File: src/rtl/io_debounce_edge_if.sv
// rtl/io_debounce_edge_if.sv - pad conditioner bus: enable, raw pads, debounced level and edge pulses
interface io_debounce_edge_if #(
   parameter int NumCh = 8
);
   logic             en_i;
   logic [NumCh-1:0] raw_i;
   logic [NumCh-1:0] level_o;
   logic [NumCh-1:0] rise_o;
   logic [NumCh-1:0] fall_o;
   logic             any_edge_o;

   // Consumer side: drives enable and raw pads, observes conditioned outputs
   modport master (
      output en_i,
      output raw_i,
      input  level_o,
      input  rise_o,
      input  fall_o,
      input  any_edge_o
   );

   // Conditioner side
   modport slave (
      input  en_i,
      input  raw_i,
      output level_o,
      output rise_o,
      output fall_o,
      output any_edge_o
   );
endinterface

File: src/rtl/io_debounce_edge.sv
// rtl/io_debounce_edge.sv - per-channel synchroniser, optional inversion, debounce counter and edge pulses
module io_debounce_edge #(
   parameter int               NumCh          = 8,
   parameter int               SyncStages     = 2,
   parameter int               CntWidth       = 16,
   parameter int               DebounceCycles = 50000,
   parameter logic [NumCh-1:0] InvertMask     = NumCh'(0)
) (
   input logic               clk_sys_i,
   input logic               rst_sys_ni,
   io_debounce_edge_if.slave bus
);

   localparam longint LpCntLimit = (longint'(1) << CntWidth) - longint'(1);

   // Reject parameter sets the counter cannot represent or that break the synchroniser
   generate
      if (NumCh < 1 || SyncStages < 2 || DebounceCycles < 1 ||
          longint'(DebounceCycles) > LpCntLimit) begin : g_param_check
         $error("io_debounce_edge: illegal parameters");
      end
   endgenerate

   // Terminal count: a mismatch seen at this count is accepted as the new level
   localparam logic [CntWidth-1:0] LpCntMax = CntWidth'(DebounceCycles - 1);

   logic [NumCh-1:0]    w_s_in;
   logic [NumCh-1:0]    w_s;
   logic [NumCh-1:0]    r_sync [SyncStages];
   logic [CntWidth-1:0] r_cnt  [NumCh];
   logic [NumCh-1:0]    r_level;
   logic [NumCh-1:0]    r_rise;
   logic [NumCh-1:0]    r_fall;

   // Active-low buttons are flipped before the synchroniser so everything downstream is active-high
   assign w_s_in = bus.raw_i ^ InvertMask;
   assign w_s    = r_sync[SyncStages-1];

   // Synchroniser chain keeps running while en_i is low so re-enable sees a settled input
   always_ff @(posedge clk_sys_i) begin
      if (!rst_sys_ni) begin
         for (int i = 0; i < SyncStages; i++) begin
            r_sync[i] <= '0;
         end
      end else begin
         r_sync[0] <= w_s_in;
         for (int i = 1; i < SyncStages; i++) begin
            r_sync[i] <= r_sync[i-1];
         end
      end
   end

   // Stability counters: count consecutive mismatches, accept the new level at terminal count
   always_ff @(posedge clk_sys_i) begin
      if (!rst_sys_ni) begin
         for (int c = 0; c < NumCh; c++) begin
            r_cnt[c] <= '0;
         end
         r_level <= '0;
         r_rise  <= '0;
         r_fall  <= '0;
      end else begin
         r_rise <= '0;
         r_fall <= '0;
         for (int c = 0; c < NumCh; c++) begin
            if (!bus.en_i) begin
               r_cnt[c] <= '0;
            end else if (w_s[c] == r_level[c]) begin
               r_cnt[c] <= '0;
            end else if (r_cnt[c] >= LpCntMax) begin
               // Pulse is registered alongside the level so both appear in the same cycle
               r_level[c] <= w_s[c];
               r_rise[c]  <= w_s[c];
               r_fall[c]  <= ~w_s[c];
               r_cnt[c]   <= '0;
            end else begin
               r_cnt[c] <= r_cnt[c] + CntWidth'(1);
            end
         end
      end
   end

   assign bus.level_o    = r_level;
   assign bus.rise_o     = r_rise;
   assign bus.fall_o     = r_fall;
   assign bus.any_edge_o = |(r_rise | r_fall);

endmodule

File: src/flat_wrapper.sv
// flat-port wrapper written by rule: the top's interface ports become plain ports
module io_debounce_edge_flat 
#(
   parameter int               NumCh          = 8,
   parameter int               SyncStages     = 2,
   parameter int               CntWidth       = 16,
   parameter int               DebounceCycles = 50000,
   parameter logic [NumCh-1:0] InvertMask     = NumCh'(0)
)
  (clk_sys_i, rst_sys_ni, bus_en_i, bus_raw_i, bus_level_o, bus_rise_o, bus_fall_o, bus_any_edge_o);
  io_debounce_edge_if #(.NumCh(NumCh)) bus_i ();
  input logic clk_sys_i;
  input logic rst_sys_ni;
  input wire logic [$bits(bus_i.en_i)-1:0] bus_en_i;
  input wire logic [$bits(bus_i.raw_i)-1:0] bus_raw_i;
  output wire logic [$bits(bus_i.level_o)-1:0] bus_level_o;
  output wire logic [$bits(bus_i.rise_o)-1:0] bus_rise_o;
  output wire logic [$bits(bus_i.fall_o)-1:0] bus_fall_o;
  output wire logic [$bits(bus_i.any_edge_o)-1:0] bus_any_edge_o;
  assign bus_i.en_i = bus_en_i;
  assign bus_i.raw_i = bus_raw_i;
  assign bus_level_o = bus_i.level_o;
  assign bus_rise_o = bus_i.rise_o;
  assign bus_fall_o = bus_i.fall_o;
  assign bus_any_edge_o = bus_i.any_edge_o;
  io_debounce_edge #(.NumCh(NumCh), .SyncStages(SyncStages), .CntWidth(CntWidth), .DebounceCycles(DebounceCycles), .InvertMask(InvertMask)) u_core (.clk_sys_i(clk_sys_i), .rst_sys_ni(rst_sys_ni), .bus(bus_i));
endmodule
File: config.mk
export PLATFORM = sky130hd
export DESIGN_NAME = io_debounce_edge_flat
export DESIGN_NICKNAME = d
export VERILOG_FILES = /design/src/rtl/io_debounce_edge_if.sv /design/src/rtl/io_debounce_edge.sv /design/src/flat_wrapper.sv
export SDC_FILE = /design/constraint.sdc
export NUM_CORES = 1
export LEC_CHECK = 0
export CORE_UTILIZATION = 63
export CTS_BUF_LIST = sky130_fd_sc_hd__clkbuf_4
export DETAILED_ROUTE_END_ITERATION = 10
export GPL_TIMING_DRIVEN = 0
export PLACE_DENSITY = 0.85
export SYNTH_ARGS = -nofsm -noshare
export SYNTH_HDL_FRONTEND = slang
export SYNTH_SLANG_ARGS = --single-unit
File: constraint.sdc
create_clock -name clk_sys_i -period 5.1 [get_ports clk_sys_i]
set_input_delay 1.02 -clock clk_sys_i [delete_from_list [all_inputs] [get_ports clk_sys_i]]
set_output_delay 1.02 -clock clk_sys_i [all_outputs]
set_load 0.01 [all_outputs]
# Yosys cells after proc, flatten, opt, wreduce, memory -nomap -nowiden
# Memories as Yosys holds them, arrays and structs flattened.
# Cells that the tools add are included.
[word_totals]
register_bits = 24
mem_bits_rw = 144
in_bits = 11
elab_cells = 279
output_inout_bits = 25
n_memories = 2
[classes]
eq_ne = 8
magnitude_cmp = 8
addsub = 8
bitwise_logic = 61
muxes = 151
reduce_logical = 17
[mem_list]
columns = ["name", "words", "word_bits", "read_ports", "rd_clocked_by_memory_dff", "write_ports", "line", "rtl"]
rows = [
  ["u_core.r_cnt", 8, 16, 8, 0, 8, "io_debounce_edge.sv:30", "logic [CntWidth-1:0] r_cnt [NumCh];"],
  ["u_core.r_sync", 2, 8, 2, 0, 2, "io_debounce_edge.sv:29", "logic [NumCh-1:0] r_sync [SyncStages];"],
]
[op_table]
columns = ["op", "n"]
rows = [
  ["16-bit 2-to-1 mux", 32],
  ["16-bit by 1-bit adder with 16-bit output (second input constant)", 8],
  ["16-bit greater-or-equal comparator (second input constant)", 8],
  ["1-bit 2-to-1 mux", 117],
  ["1-bit OR", 34],
  ["4-bit OR reduction", 8],
  ["1-bit inverter", 26],
  ["3-bit AND reduction", 8],
  ["8-bit 2-to-1 mux", 2],
  ["1-bit equality test", 8],
  ["8-bit OR", 1],
  ["8-bit OR reduction", 1],
]

# Logic depth before layout (Yosys ltp)
# Gate-level depths: netlist of the first run.
[logic_depth]
depth_word = 8
depth_mapped = 7
mapped_depth_nobuf = 5

# Least setup slack after synthesis of the first run
# Ideal clock, no wire load.
[synth_path]
path_type = "input to register"
from = "input port bus_en_i"
to = "memory u_core.r_cnt[1][5], in the netlist u_core.r_cnt[0][21] (data pin)"
arrival_ns = 1.984
path_slack_ns = 2.850
n_path_buf = 2
required_ns = 4.834
setup_time_ns = 0.266
stages = 6
cell_sequence = "nand2_1 > clkbuf_1 > a21oi_1 > nand3_1 > clkbuf_1 > nor2_1"
[synth_lines]
columns = ["item", "line", "rtl"]
rows = [
  ["from (decl)", "flat_wrapper.sv:14", "input wire logic [$bits(bus_i.en_i)-1:0] bus_en_i;"],
  ["to (decl)", "io_debounce_edge.sv:30", ""],
]

# Worst setup path after layout of the first run
[layout_path]
from = "register u_core.r_fall[5], in the netlist u_core.bus.fall_o[5]"
to = "output port bus_any_edge_o"
[layout_between]
elab_chain_len = 2
[layout_rtl]
columns = ["item", "line", "rtl"]
rows = [
  ["from (decl)", "io_debounce_edge.sv:33", "logic [NumCh-1:0] r_fall;"],
  ["from (signal, indexed assignment)", "io_debounce_edge.sv:74", "r_fall[c] <= ~w_s[c];"],
  ["8-bit OR", "io_debounce_edge.sv:86", "assign bus.any_edge_o = |(r_rise | r_fall);"],
  ["8-bit OR reduction", "io_debounce_edge.sv:86", ""],
  ["to (decl)", "flat_wrapper.sv:19", "output wire logic [$bits(bus_i.any_edge_o)-1:0] bus_any_edge_o;"],
]
# Every way passes these cells.

==> metrics.md, run 1 <==
| Metric | Value |
|---|---|
| Outcome | `completed` |
| Die X-Extent | `around 120 µm` |
| Sequential cell area | `4640 µm²` |
| Synthesized area per cell | `10.4 µm²` |
| Clock Skew | `0.0151 ns` |
| Root Driver | `clkbuf_4` |
| Worst skew pair latency | `0.55 ns` |
| First-pass iteration count of the detailed router | `5` |
| Clock Path Buffers | `2` |
| Crit Reg-Reg Endpoint | `u_core.r_cnt[0][27]` |
| Cts hold-fix bufs | `0` |
| Worst path bufs/invs | `1` |
| Post-cts sizing count | `0` |
| Vias in the first global route | `5869` |
| RSZ-0062 raised after global routing | `false` |
| Worst setup EP type | `output pin` |
| Register area share after synthesis | `0.555` |
| Setup Buffers After CTS | `0` |
| Tmin final | `3.27 ns` |
| First-pass GRT wire length | `between 20000 and 30000 µm` |
| Vias/cell | `5.36` |
| Multi-input logic area | `roughly 4000 µm²` |
| Switching share of power | `0.223` |
| Yosys top cell area share | `0.460` |
| Final wirelength | `between 15000 and 20000 µm` |
| Power per cell area | `roughly 270 nW/µm²` |
| Clk sink count | `168` |
| Tot GR Track Use | `0.257` |
| Cell family with most CP delay | `simple AND/OR/NAND/NOR gates` |
| Critical Path RT | `4.08 ns` |
| Post-detail-place hpwl | `11800 µm` |
| Crit-path slowest cell | `clkdlybuf4s50_1` |
| Detail Route Antenna Nets | `0` |
| Psw | `0.000577 W` |
| Clock slew at reported path FFs | `0.14 ns` |
| Fmax | `0.306 GHz` |
| Synth cell types | `48` |
| Final #Nets | `1005` |
| Initial antenna violation count | `1` |
| CTS tree | `built` |
| Pleak | `3.26 nW` |
| Worst vdd ir | `~160 µV` |
| R2R Setup Slk | `2.84 ns` |
| RePlAce Congestion | `0.849` |
| Ratio of cells with drive above 1 in the final layout | `0.0470` |
| Final setup violation count | `0` |
| Core area | `between 10000 and 15000 µm²` |
| Area growth, synth to finish | `16.5%` |
| R2R depth | `6` |
| Gate Count Post-Synth | `a little over 800` |
| Combinational power share | `0.050` |
| EDFF count, synth | `128` |
| Ys async rst share | `0` |
| CP arrival | `2.25 ns` |
| Hold WC Path Type | `flop to flop` |
| CP peak stage delay | `around 0.55 ns` |
| Hold_sp | `u_core.r_sync[0][0]` |
| Hold EP | `u_core.r_sync[0][8]` |
| Yosys warns | `0` |
| Period utilization | `0.642` |
| Most frequent cells in the layout | `150 x nor2_1, 128 x edfxtp_1, 128 x conb_1` |
| DRC | `0` |
| # H-tree levels | `4` |
| Final Max Tran Viols | `0` |
| Final Util | `0.763` |
| Final hold violations | `0` |
| Sequential power share | `0.606` |
| Synth top area cells | `edfxtp_1 46%, dfxtp_1 9.6%, xnor2_1 8.5%` |
| DR WL/cell | `13.8 µm` |
| Commonest non-fill, non-tap cell in the layout | `nor2_1` |
| Clock share of power | `0.344` |
| Synthesized cell area | `8360 µm²` |
| Final setup TNS | `0 ns` |
| Pin count of the biggest net entering global routing | `17` |
| Hold WS | `0.440 ns` |
| CP Class | `flop to output pin` |
| Critical-path cell list | `nor4_1 -> nand4_1 -> clkdlybuf4s50_1` |
| CTS Buf Count | `17` |
| RR Startpoint | `u_core.r_cnt[0][16]` |
| CP max FO | `2` |
| Number of fill cells | `868` |
| IO buf count | `35` |
| Hold depth | `1` |
| Die area | `roughly 14000 µm²` |
| Initial Util | `0.655` |
| First DRT Iteration DRCs | `500` |
| Die height | `117 µm` |
| Slew HR | `0.599` |
| Total gr overflow | `0` |
| Top Ports | `36` |
| Startpoint types | `flop` |
| Internal | `0.00201 W` |
| Site Rows | `around 40` |
| Slew @ Worst Pin | `0.598 ns` |
| Leading area contributor after synthesis | `edfxtp_1` |
| Vias | `6284` |
| Register bit total from synthesis | `roughly 170` |
| Dominant synthesized flop cell | `edfxtp_1` |
| Number of max-cap violations | `0` |
==> logic make-up (layout without fill, tap and decap cells) <==
| logic type | after synthesis | count (layout) | share of synthesized area |
|---|---|---|---|
| simple gates | 431 | 431 | 0.257 |
| fa+ha+maj | 8 | 8 | 0.0120 |
| other cells | 1 | 129 | 0.000448 |
| mux | 3 | 3 | 0.00374 |
| xor+xnor | 103 | 103 | 0.108 |
| compound gates | 48 | 48 | 0.0417 |
| buf+inv | 43 | 110 | 0.0220 |
| flops | 168 | 168 | 0.555 |
==> layer usage <==
layer,vias up,global-route usage,share of wire
met2,139,0.420,0.48
met5,-,0,0
met1,2944,0.341,0.47
met3,24,0.0469,0.038
li1,3177,-,-
met4,0,0.102,0.017
==> state kept, by name, indices dropped and copies added (netlist names) <==
name                flops
u_core.bus.fall_o       8
u_core.r_cnt          128
u_core.r_sync          16
u_core.bus.rise_o       8
u_core.bus.level_o      8
==> per-stage QoR <==
step | std cells | total power (W) | setup WS, ns | cell area [µm²]
2_1_floorplan | 932 | 0.00168 | 2.85 | 8840
3_3_place_gp | 1139 | 0.00172 | 1.66 | 9400
3_5_place_dp | 1139 | 0.00172 | 1.62 | 9400
4_1_cts | 1171 | 0.00260 | 1.83 | 9740
5_1_grt | 1172 | 0.00270 | 1.75 | 9740
6_report | 1172 | 0.00259 | 1.83 | 9740
==> cell usage after synthesis (6+ instances only) <==
library cell  count
nand2b_1         12
nand4_1          31
o211ai_1          6
nand3_1          56
nor2_1          150
xnor2_1          81
inv_1            21
clkbuf_1         13
ha_1              8
nand2_1          46
nor3_1           39
edfxtp_1        128
buf_2             6
xor2_1           22
and3_1           12
and2_1           21
a21oi_1          14
nor4_1           37
dfxtp_1          40
==> how the worst max path moves through the flow <==
stage,from,to,cells after the start
floorplan,bus_en_i,u_core.r_cnt[0][21],6
global placement,bus_en_i,u_core.r_cnt[0][29],7
detailed placement,bus_en_i,u_core.r_cnt[0][27],7
CTS,u_core.bus.fall_o[5],bus_any_edge_o,3
global route,u_core.bus.fall_o[5],bus_any_edge_o,3
finish,u_core.bus.fall_o[5],bus_any_edge_o,3
==> power groups by stage <==
stage          Clock [W]  Sequential [W]  Combinational, W
2_1_floorplan          0         0.00158         0.0000944
3_3_place_gp           0         0.00159          0.000122
3_5_place_dp           0         0.00160          0.000125
4_1_cts         0.000907         0.00157          0.000126
5_1_grt         0.000974         0.00158          0.000146
6_report        0.000889         0.00157          0.000129
==> area by class of cell <==
class	instances	area share
Tap cell	172	0.0221
Sequential cell	168	0.477
Timing Repair Buffer	35	0.0360
Multi-Input combinational cell	721	0.412
Clock buffer	18	0.0139
Clock inverter	14	0.0205
Inverter	21	0.00809
Antenna cell	1	0.000257
Buffer	22	0.0108
(Power assumes the default switching activity.)
==> run 2: changes to the inputs <==
- clock period: 5.1 -> 3.2 ns (I/O delays scaled with it)
==> results of run 2 <==
The final DEF is identical to that of run 1. Status: completed.
Main changes from that run: setup slack after placement 1.62 ns -> 0.102 ns; setup slack after layout 1.83 ns -> 0.307 ns; register-to-register setup slack 2.84 ns -> 0.94 ns; total power 0.00259 W -> 0.00412 W; worst IR drop on VDD 162 µV -> 258 µV
